**src/rtl/dual_stream_aligner.sv**
```systemverilog
// -----------------------------------------------------------------------------
// dual_stream_aligner
//
// Purpose:
//   Takes the heads of the two per-camera stream FIFOs, which have already
//   crossed into the system clock domain. It frame-aligns the two streams on a
//   common start-of-frame and emits one paired pixel per beat, with the row and
//   column of the pair and frame markers. If the two streams fall out of
//   alignment, the block detects this, counts it, and re-seeks the next common
//   start-of-frame.
//
// Ports:
//   clk_i            system clock, rising edge
//   rst_i            synchronous active-high reset
//   in_pixel_i[n]    head pixel of channel FIFO n
//   in_sof_i[n]      head pixel of channel n is first pixel of a frame
//   in_valid_i[n]    head of channel n valid
//   in_ready_o[n]    pop head of channel n this cycle
//   out_pixels_o     {ch1, ch0} pixel pair
//   out_row_o        row of the pair
//   out_col_o        column of the pair
//   out_sof_o        pair is at (0,0)
//   out_eof_o        pair is at (IMAGE_HEIGHT-1, IMAGE_WIDTH-1)
//   out_valid_o      output beat valid
//   out_ready_i      downstream accepts the beat
//   locked_o         aligner is streaming aligned pairs
//   frame_count_o    completed frames, saturating
//   resync_count_o   alignment losses, saturating
//
// Build option:
//   DUAL_STREAM_ALIGNER_STATS_EN
//     Defined:   frame_count_o and resync_count_o are implemented.
//     Undefined: the counters are removed and both ports read 0.
// -----------------------------------------------------------------------------
module dual_stream_aligner #(
  parameter int IMAGE_WIDTH  = 640,
  parameter int IMAGE_HEIGHT = 480,
  parameter int PIXEL_W      = 8
) (
  input  logic                 clk_i,
  input  logic                 rst_i,
  input  logic [PIXEL_W-1:0]   in_pixel_i [2],
  input  logic [1:0]           in_sof_i,
  input  logic [1:0]           in_valid_i,
  output logic [1:0]           in_ready_o,
  output logic [2*PIXEL_W-1:0] out_pixels_o,
  output logic [15:0]          out_row_o,
  output logic [15:0]          out_col_o,
  output logic                 out_sof_o,
  output logic                 out_eof_o,
  output logic                 out_valid_o,
  input  logic                 out_ready_i,
  output logic                 locked_o,
  output logic [15:0]          frame_count_o,
  output logic [15:0]          resync_count_o
);

  localparam logic [15:0] LAST_COL = 16'(IMAGE_WIDTH - 1);
  localparam logic [15:0] LAST_ROW = 16'(IMAGE_HEIGHT - 1);

  typedef enum logic {
    ST_SEEK   = 1'b0,
    ST_STREAM = 1'b1
  } state_t;

  state_t               r_state;
  logic [15:0]          r_row;        // position of the next pair to be popped
  logic [15:0]          r_col;
  logic [2*PIXEL_W-1:0] r_out_pixels;
  logic [15:0]          r_out_row;
  logic [15:0]          r_out_col;
  logic                 r_out_sof;
  logic                 r_out_eof;
  logic                 r_out_valid;

  logic w_slot_free;
  logic w_both_valid;
  logic w_origin;
  logic w_last_col;
  logic w_last_row;
  logic w_sof_ok;
  logic w_fire;
  logic w_violation;

  // The output slot can take a new pair if it is empty or is draining this cycle.
  assign w_slot_free  = !r_out_valid || out_ready_i;
  assign w_both_valid = in_valid_i[0] && in_valid_i[1];
  assign w_origin     = (r_row == 16'd0) && (r_col == 16'd0);
  assign w_last_col   = (r_col == LAST_COL);
  assign w_last_row   = (r_row == LAST_ROW);

  // At the origin both heads must carry sof. Everywhere else neither head may.
  assign w_sof_ok    = w_origin ? (in_sof_i == 2'b11) : (in_sof_i == 2'b00);
  assign w_fire      = (r_state == ST_STREAM) && w_both_valid && w_slot_free && w_sof_ok;
  assign w_violation = (r_state == ST_STREAM) && w_both_valid && w_slot_free && !w_sof_ok;

  // Ready is gated by reset so that no head is popped during the reset cycle.
  // While seeking, each channel drops non-sof heads on its own.
  // While streaming, both channels are popped together or not at all.
  always_comb begin
    in_ready_o = 2'b00;
    if (!rst_i) begin
      if (r_state == ST_SEEK) begin
        in_ready_o = in_valid_i & ~in_sof_i;
      end else if (w_fire) begin
        in_ready_o = 2'b11;
      end
    end
  end

  always_ff @(posedge clk_i) begin
    if (rst_i) begin
      r_state      <= ST_SEEK;
      r_row        <= '0;
      r_col        <= '0;
      r_out_pixels <= '0;
      r_out_row    <= '0;
      r_out_col    <= '0;
      r_out_sof    <= 1'b0;
      r_out_eof    <= 1'b0;
      r_out_valid  <= 1'b0;
    end else begin
      // A beat that has been accepted leaves the slot. A fire below refills it.
      // A beat that is still pending survives a drop back to SEEK.
      if (out_ready_i) begin
        r_out_valid <= 1'b0;
      end
      case (r_state)
        ST_SEEK: begin
          if (w_both_valid && (in_sof_i == 2'b11)) begin
            r_state <= ST_STREAM;
            r_row   <= '0;
            r_col   <= '0;
          end
        end
        ST_STREAM: begin
          if (w_fire) begin
            r_out_pixels <= {in_pixel_i[1], in_pixel_i[0]};
            r_out_row    <= r_row;
            r_out_col    <= r_col;
            r_out_sof    <= w_origin;
            r_out_eof    <= w_last_col && w_last_row;
            r_out_valid  <= 1'b1;
            if (w_last_col) begin
              r_col <= '0;
              r_row <= w_last_row ? 16'd0 : r_row + 16'd1;
            end else begin
              r_col <= r_col + 16'd1;
            end
          end else if (w_violation) begin
            // Abandon the partial frame. The offending heads stay put, and
            // SEEK then decides which of them to keep.
            r_state <= ST_SEEK;
            r_row   <= '0;
            r_col   <= '0;
          end
        end
        default: r_state <= ST_SEEK;
      endcase
    end
  end

`ifdef DUAL_STREAM_ALIGNER_STATS_EN
  logic [15:0] r_frame_count;
  logic [15:0] r_resync_count;
  logic        w_frame_done;

  assign w_frame_done = w_fire && w_last_col && w_last_row;

  always_ff @(posedge clk_i) begin
    if (rst_i) begin
      r_frame_count  <= '0;
      r_resync_count <= '0;
    end else begin
      if (w_frame_done && (r_frame_count != 16'hFFFF)) begin
        r_frame_count <= r_frame_count + 16'd1;
      end
      if (w_violation && (r_resync_count != 16'hFFFF)) begin
        r_resync_count <= r_resync_count + 16'd1;
      end
    end
  end

  assign frame_count_o  = r_frame_count;
  assign resync_count_o = r_resync_count;
`else
  assign frame_count_o  = '0;
  assign resync_count_o = '0;
`endif

  assign out_pixels_o = r_out_pixels;
  assign out_row_o    = r_out_row;
  assign out_col_o    = r_out_col;
  assign out_sof_o    = r_out_sof;
  assign out_eof_o    = r_out_eof;
  assign out_valid_o  = r_out_valid;
  assign locked_o     = (r_state == ST_STREAM);

endmodule

```
**config.mk**
```make
export PLATFORM = sky130hd
export DESIGN_NAME = dual_stream_aligner
export DESIGN_NICKNAME = d
export VERILOG_FILES = /design/src/rtl/dual_stream_aligner.sv
export SDC_FILE = /design/constraint.sdc
export NUM_CORES = 1
export LEC_CHECK = 0
export ABC_AREA = 0
export CORE_AREA = 2 2 122 89
export DETAILED_ROUTE_END_ITERATION = 10
export DIE_AREA = 0 0 124 91
export HOLD_SLACK_MARGIN = 0.06
export PLACE_DENSITY = 0.74
export SLEW_MARGIN = 20
export SYNTH_ARGS = -nofsm -noshare
export SYNTH_HDL_FRONTEND = slang
export SYNTH_SLANG_ARGS = --single-unit
```
**constraint.sdc**
```tcl
create_clock -name clk_i -period 4.55 [get_ports clk_i]
set_clock_uncertainty 0.15 [all_clocks]
set_input_delay 0.91 -clock clk_i [delete_from_list [all_inputs] [get_ports clk_i]]
set_output_delay 0.91 -clock clk_i [all_outputs]
set_load 0.005 [all_outputs]
```
==> impl_metrics.yaml <==
detailed_routing:
  drc: 0
  routedWlPerCell_microns: 14.55
  via_per_inst: 5.111
  wirelength_microns: 10210
  first_iter_violations: 180
  via_count: 3588
  ant_nets: 0
  dr.pass1.iters: 4
global_routing:
  grt_antenna_before_repair: 0
  grt_max_degree: 61
  grt_pass1_wl_microns: 16190
  gr-total-overflow: 0
  grt_pass1_vias: 3278
  grt_usage_pct: 17.97
yosys:
  syn_avg_cell_area_sq_um: 7.875
  synth_area_leaders: "dfxtp_1 42%, nand2_1 11%, a21oi_1 7.3%"
  synth_edf_count: 0
  async_flop_share_pct: 0
  synth_top_area_share_pct: 42.45
  synth_cells: 503
  ys.flop_type: "dfxtp_1"
  synth_area_sq_um: 3961
  ys.warnings.count: 0
  synth_seq_cells: 84
  synth_largest_area_cell: "dfxtp_1"
  synth-seq-area-share_pct: 42.45
  ys_types: 48
timing:
  relSlewSlack_pct: 31.47
  min_period_over_period_pct: 95.61
  worst_slew_pin_slew_ps: 1028
  setup-tns-final_ps: 0
  max_freq_mhz: 229.9
  slew_violations: 0
  setup_viol: 0
  layout_min_cycle_time_ps: 4350
  rsz0062_at_grt: "no"
  finalHoldViolCount: 0
  whs_ps: 299.9
hold_path:
  hp-class: "flip-flop to flip-flop"
setup_path:
  path_delay_family: "buffers and inverters"
  cp_max_fo: 5
  cp_cell_sequence: "clkdlybuf4s50_1 -> nand3_1 -> nor4_1 -> o21ai_1 -> and2_2 -> a21oi_1 -> clkdlybuf4s50_1"
  critPathCapture: "in_ready_o[1]"
  crit_required_ps: 3490
  critPathKind: "input port to primary output"
  endpoint_kind: "primary output"
  worstPathArrival_ps: 3290
  critPathLaunchType: "input port"
  reg2reg_depth: 6
  critPathMostFrequentCell: "clkdlybuf4s50_1"
  r2r_end: "r_row[13]$_SDFFE_PP0P_"
  reg2reg_slack_ps: 1350
  path_buf_inv: 2
  path_depth: 7
  cp_slowest_stage_delay_ps: 530
  reg2reg_from: "r_col[11]$_SDFFE_PP0P_"
  critical_path.slowest_cell: "clkdlybuf4s50_1"
  startpoint: "in_valid_i[0]"
clock_tree:
  clk_pin_slew_ps: 60
  cts_max_level: 3
  clk-insertion-delay-late_ps: 330
  cts_root_buffer: "clkbuf_16"
  clock-sinks: 84
  post_cts_buffers: 0
  cts_buffer_depth: 2
  cts_tree: "built"
  ctsHoldBuffers: 0
  cts_resized: 0
  numCtsBuffers: 9
die:
  start_util_pct: 39.28
  die_w_microns: 124
  rows: 31
  fp.dieArea_sq_um: 11280
  core-area_sq_um: 10080
  ios: 109
  die_h_microns: 91
place:
  placed_cell_area_sq_um: 4672
  routabilityCongestion: 0.8602
  port_buffers: 76
  dpl.hpwl_microns: 7064
  dpl.cell_count: 686
finish:
  drive_gt1_share_pct: 5.965
  nFillCells: 971
  fin_cells: 702
  area_growth_pct: 24.57
  fin_area_sq_um: 4935
  insertedDiodeCount: 0
  finish.utilization_pct: 48.93
  nets: 592
power:
  seqPwrFrac_pct: 50.8
  leakage_nw: 1.642
  swShare_pct: 21.84
  p_clk_share_pct: 44.6
  irDropWorstVdd_mv: 0.1736
  power_frac_comb_pct: 4.6
  power.density_nw_per_um2: 294.4
  p_int_mw: 1.135
  power_switching_mw: 0.3173
status:
  status: "finished, final reports clean"
flow_run:
  cap_violations: 0
placed cells by master, fill, tap and decap left out, types with 5 or more instances in the layout:
cell,Yosys,routed
clkbuf_16,0,9
a21oi_1,58,58
or4_1,5,5
nor4_1,8,8
o21ai_0,7,7
nand2b_1,5,5
nand2_1,118,118
a21boi_2,7,7
a31oi_1,7,7
and3_1,6,6
mux2i_1,6,6
inv_1,11,11
clkdlybuf4s50_1,0,75
xnor2_1,9,9
nand4_1,11,11
nor3_1,6,6
nor2_1,33,33
dfxtp_1,84,84
conb_1,1,32
nand3_1,18,18
synth_stat cells, types with 8 or more instances:
library cell	n
nand3_1	18
nor4_1	8
clkbuf_1	16
a21oi_1	58
nand4_1	11
inv_1	11
dfxtp_1	84
buf_4	33
xnor2_1	9
nand2_1	118
nor2_1	33
cell families (layout without fill, tap and decap cells):
| kind of cell | after synthesis | after routing | share of synthesized area [%] |
|---|---|---|---|
| and+or+nand+nor | 228 | 228 | 26.79 |
| AOI/OAI and AO/OA | 95 | 95 | 14.43 |
| DFF | 84 | 84 | 42.45 |
| buffers and inverters | 72 | 108 | 10.58 |
| xor gates and xnor gates | 13 | 13 | 2.874 |
| muxes | 6 | 6 | 1.516 |
| adders and majority gates | 4 | 4 | 1.263 |
| other | 1 | 32 | 0.09467 |
worst min-delay path, stage by stage (launching register included):
cell and delay [ps]:
dfxtp_1 310, nand2_1 50, a21oi_1 50
layout make-up:
cell class | count | area (sq um) | area share [%]
clock buffer | 12 | 236.5 | 4.792
clock inverter | 4 | 26.28 | 0.5325
inverter | 11 | 41.29 | 0.8367
multi-input combinational | 378 | 1978 | 40.09
sequential | 84 | 1682 | 34.08
tap | 132 | 165.2 | 3.347
timing repair buffer | 81 | 805.8 | 16.33
state kept, by name, summed over array words and instances, names as in the netlist:
signal,cells
locked_o,1
out_col_o,16
out_eof_o,1
out_pixels_o,16
out_row_o,16
out_sof_o,1
out_valid_o,1
r_col,16
r_row,16
metrics by stage:
| step | worst slack (ps) | power, mW |
|---|---|---|
| floorplan | 1353 | 0.8103 |
| global placement | 383.5 | 0.8177 |
| detailed placement | 241.2 | 0.8196 |
| CTS | 229.6 | 1.466 |
| global route | 51.92 | 1.505 |
| finish | 199.7 | 1.453 |
how the worst min path moves through the flow:
stage / startpoint / end / slack (ps) / cells past startpoint
finish: out_pixels_o[15]$_SDFFE_PP0P_ / out_pixels_o[15]$_SDFFE_PP0P_ / 300 / 2
global route: out_pixels_o[12]$_SDFFE_PP0P_ / out_pixels_o[12]$_SDFFE_PP0P_ / 320 / 2
CTS: out_pixels_o[15]$_SDFFE_PP0P_ / out_pixels_o[15]$_SDFFE_PP0P_ / 300 / 2
detailed placement: out_pixels_o[15]$_SDFFE_PP0P_ / out_pixels_o[15]$_SDFFE_PP0P_ / 300 / 2
global placement: out_pixels_o[11]$_SDFFE_PP0P_ / out_pixels_o[11]$_SDFFE_PP0P_ / 290 / 2
floorplan: out_pixels_o[0]$_SDFFE_PP0P_ / out_pixels_o[0]$_SDFFE_PP0P_ / 300 / 2
power groups by stage:
| stage | clock network [mW] | registers (mW) | logic (mW) |
|---|---|---|---|
| final | 0.648 | 0.738 | 0.0665 |
| after global routing | 0.694 | 0.738 | 0.0729 |
| after CTS | 0.662 | 0.738 | 0.0655 |
| after detailed placement | 0 | 0.754 | 0.0651 |
| after global placement | 0 | 0.754 | 0.0634 |
| after floorplan | 0 | 0.754 | 0.0561 |
layer usage:
metal / track usage [%] / wire length [microns]
met5: 0 / 0
met4: 3.464 / 59
met3: 5.905 / 732
met2: 28.57 / 4736
met1: 23.89 / 4685
No activity file was read; power rests on OpenSTA's default activity.
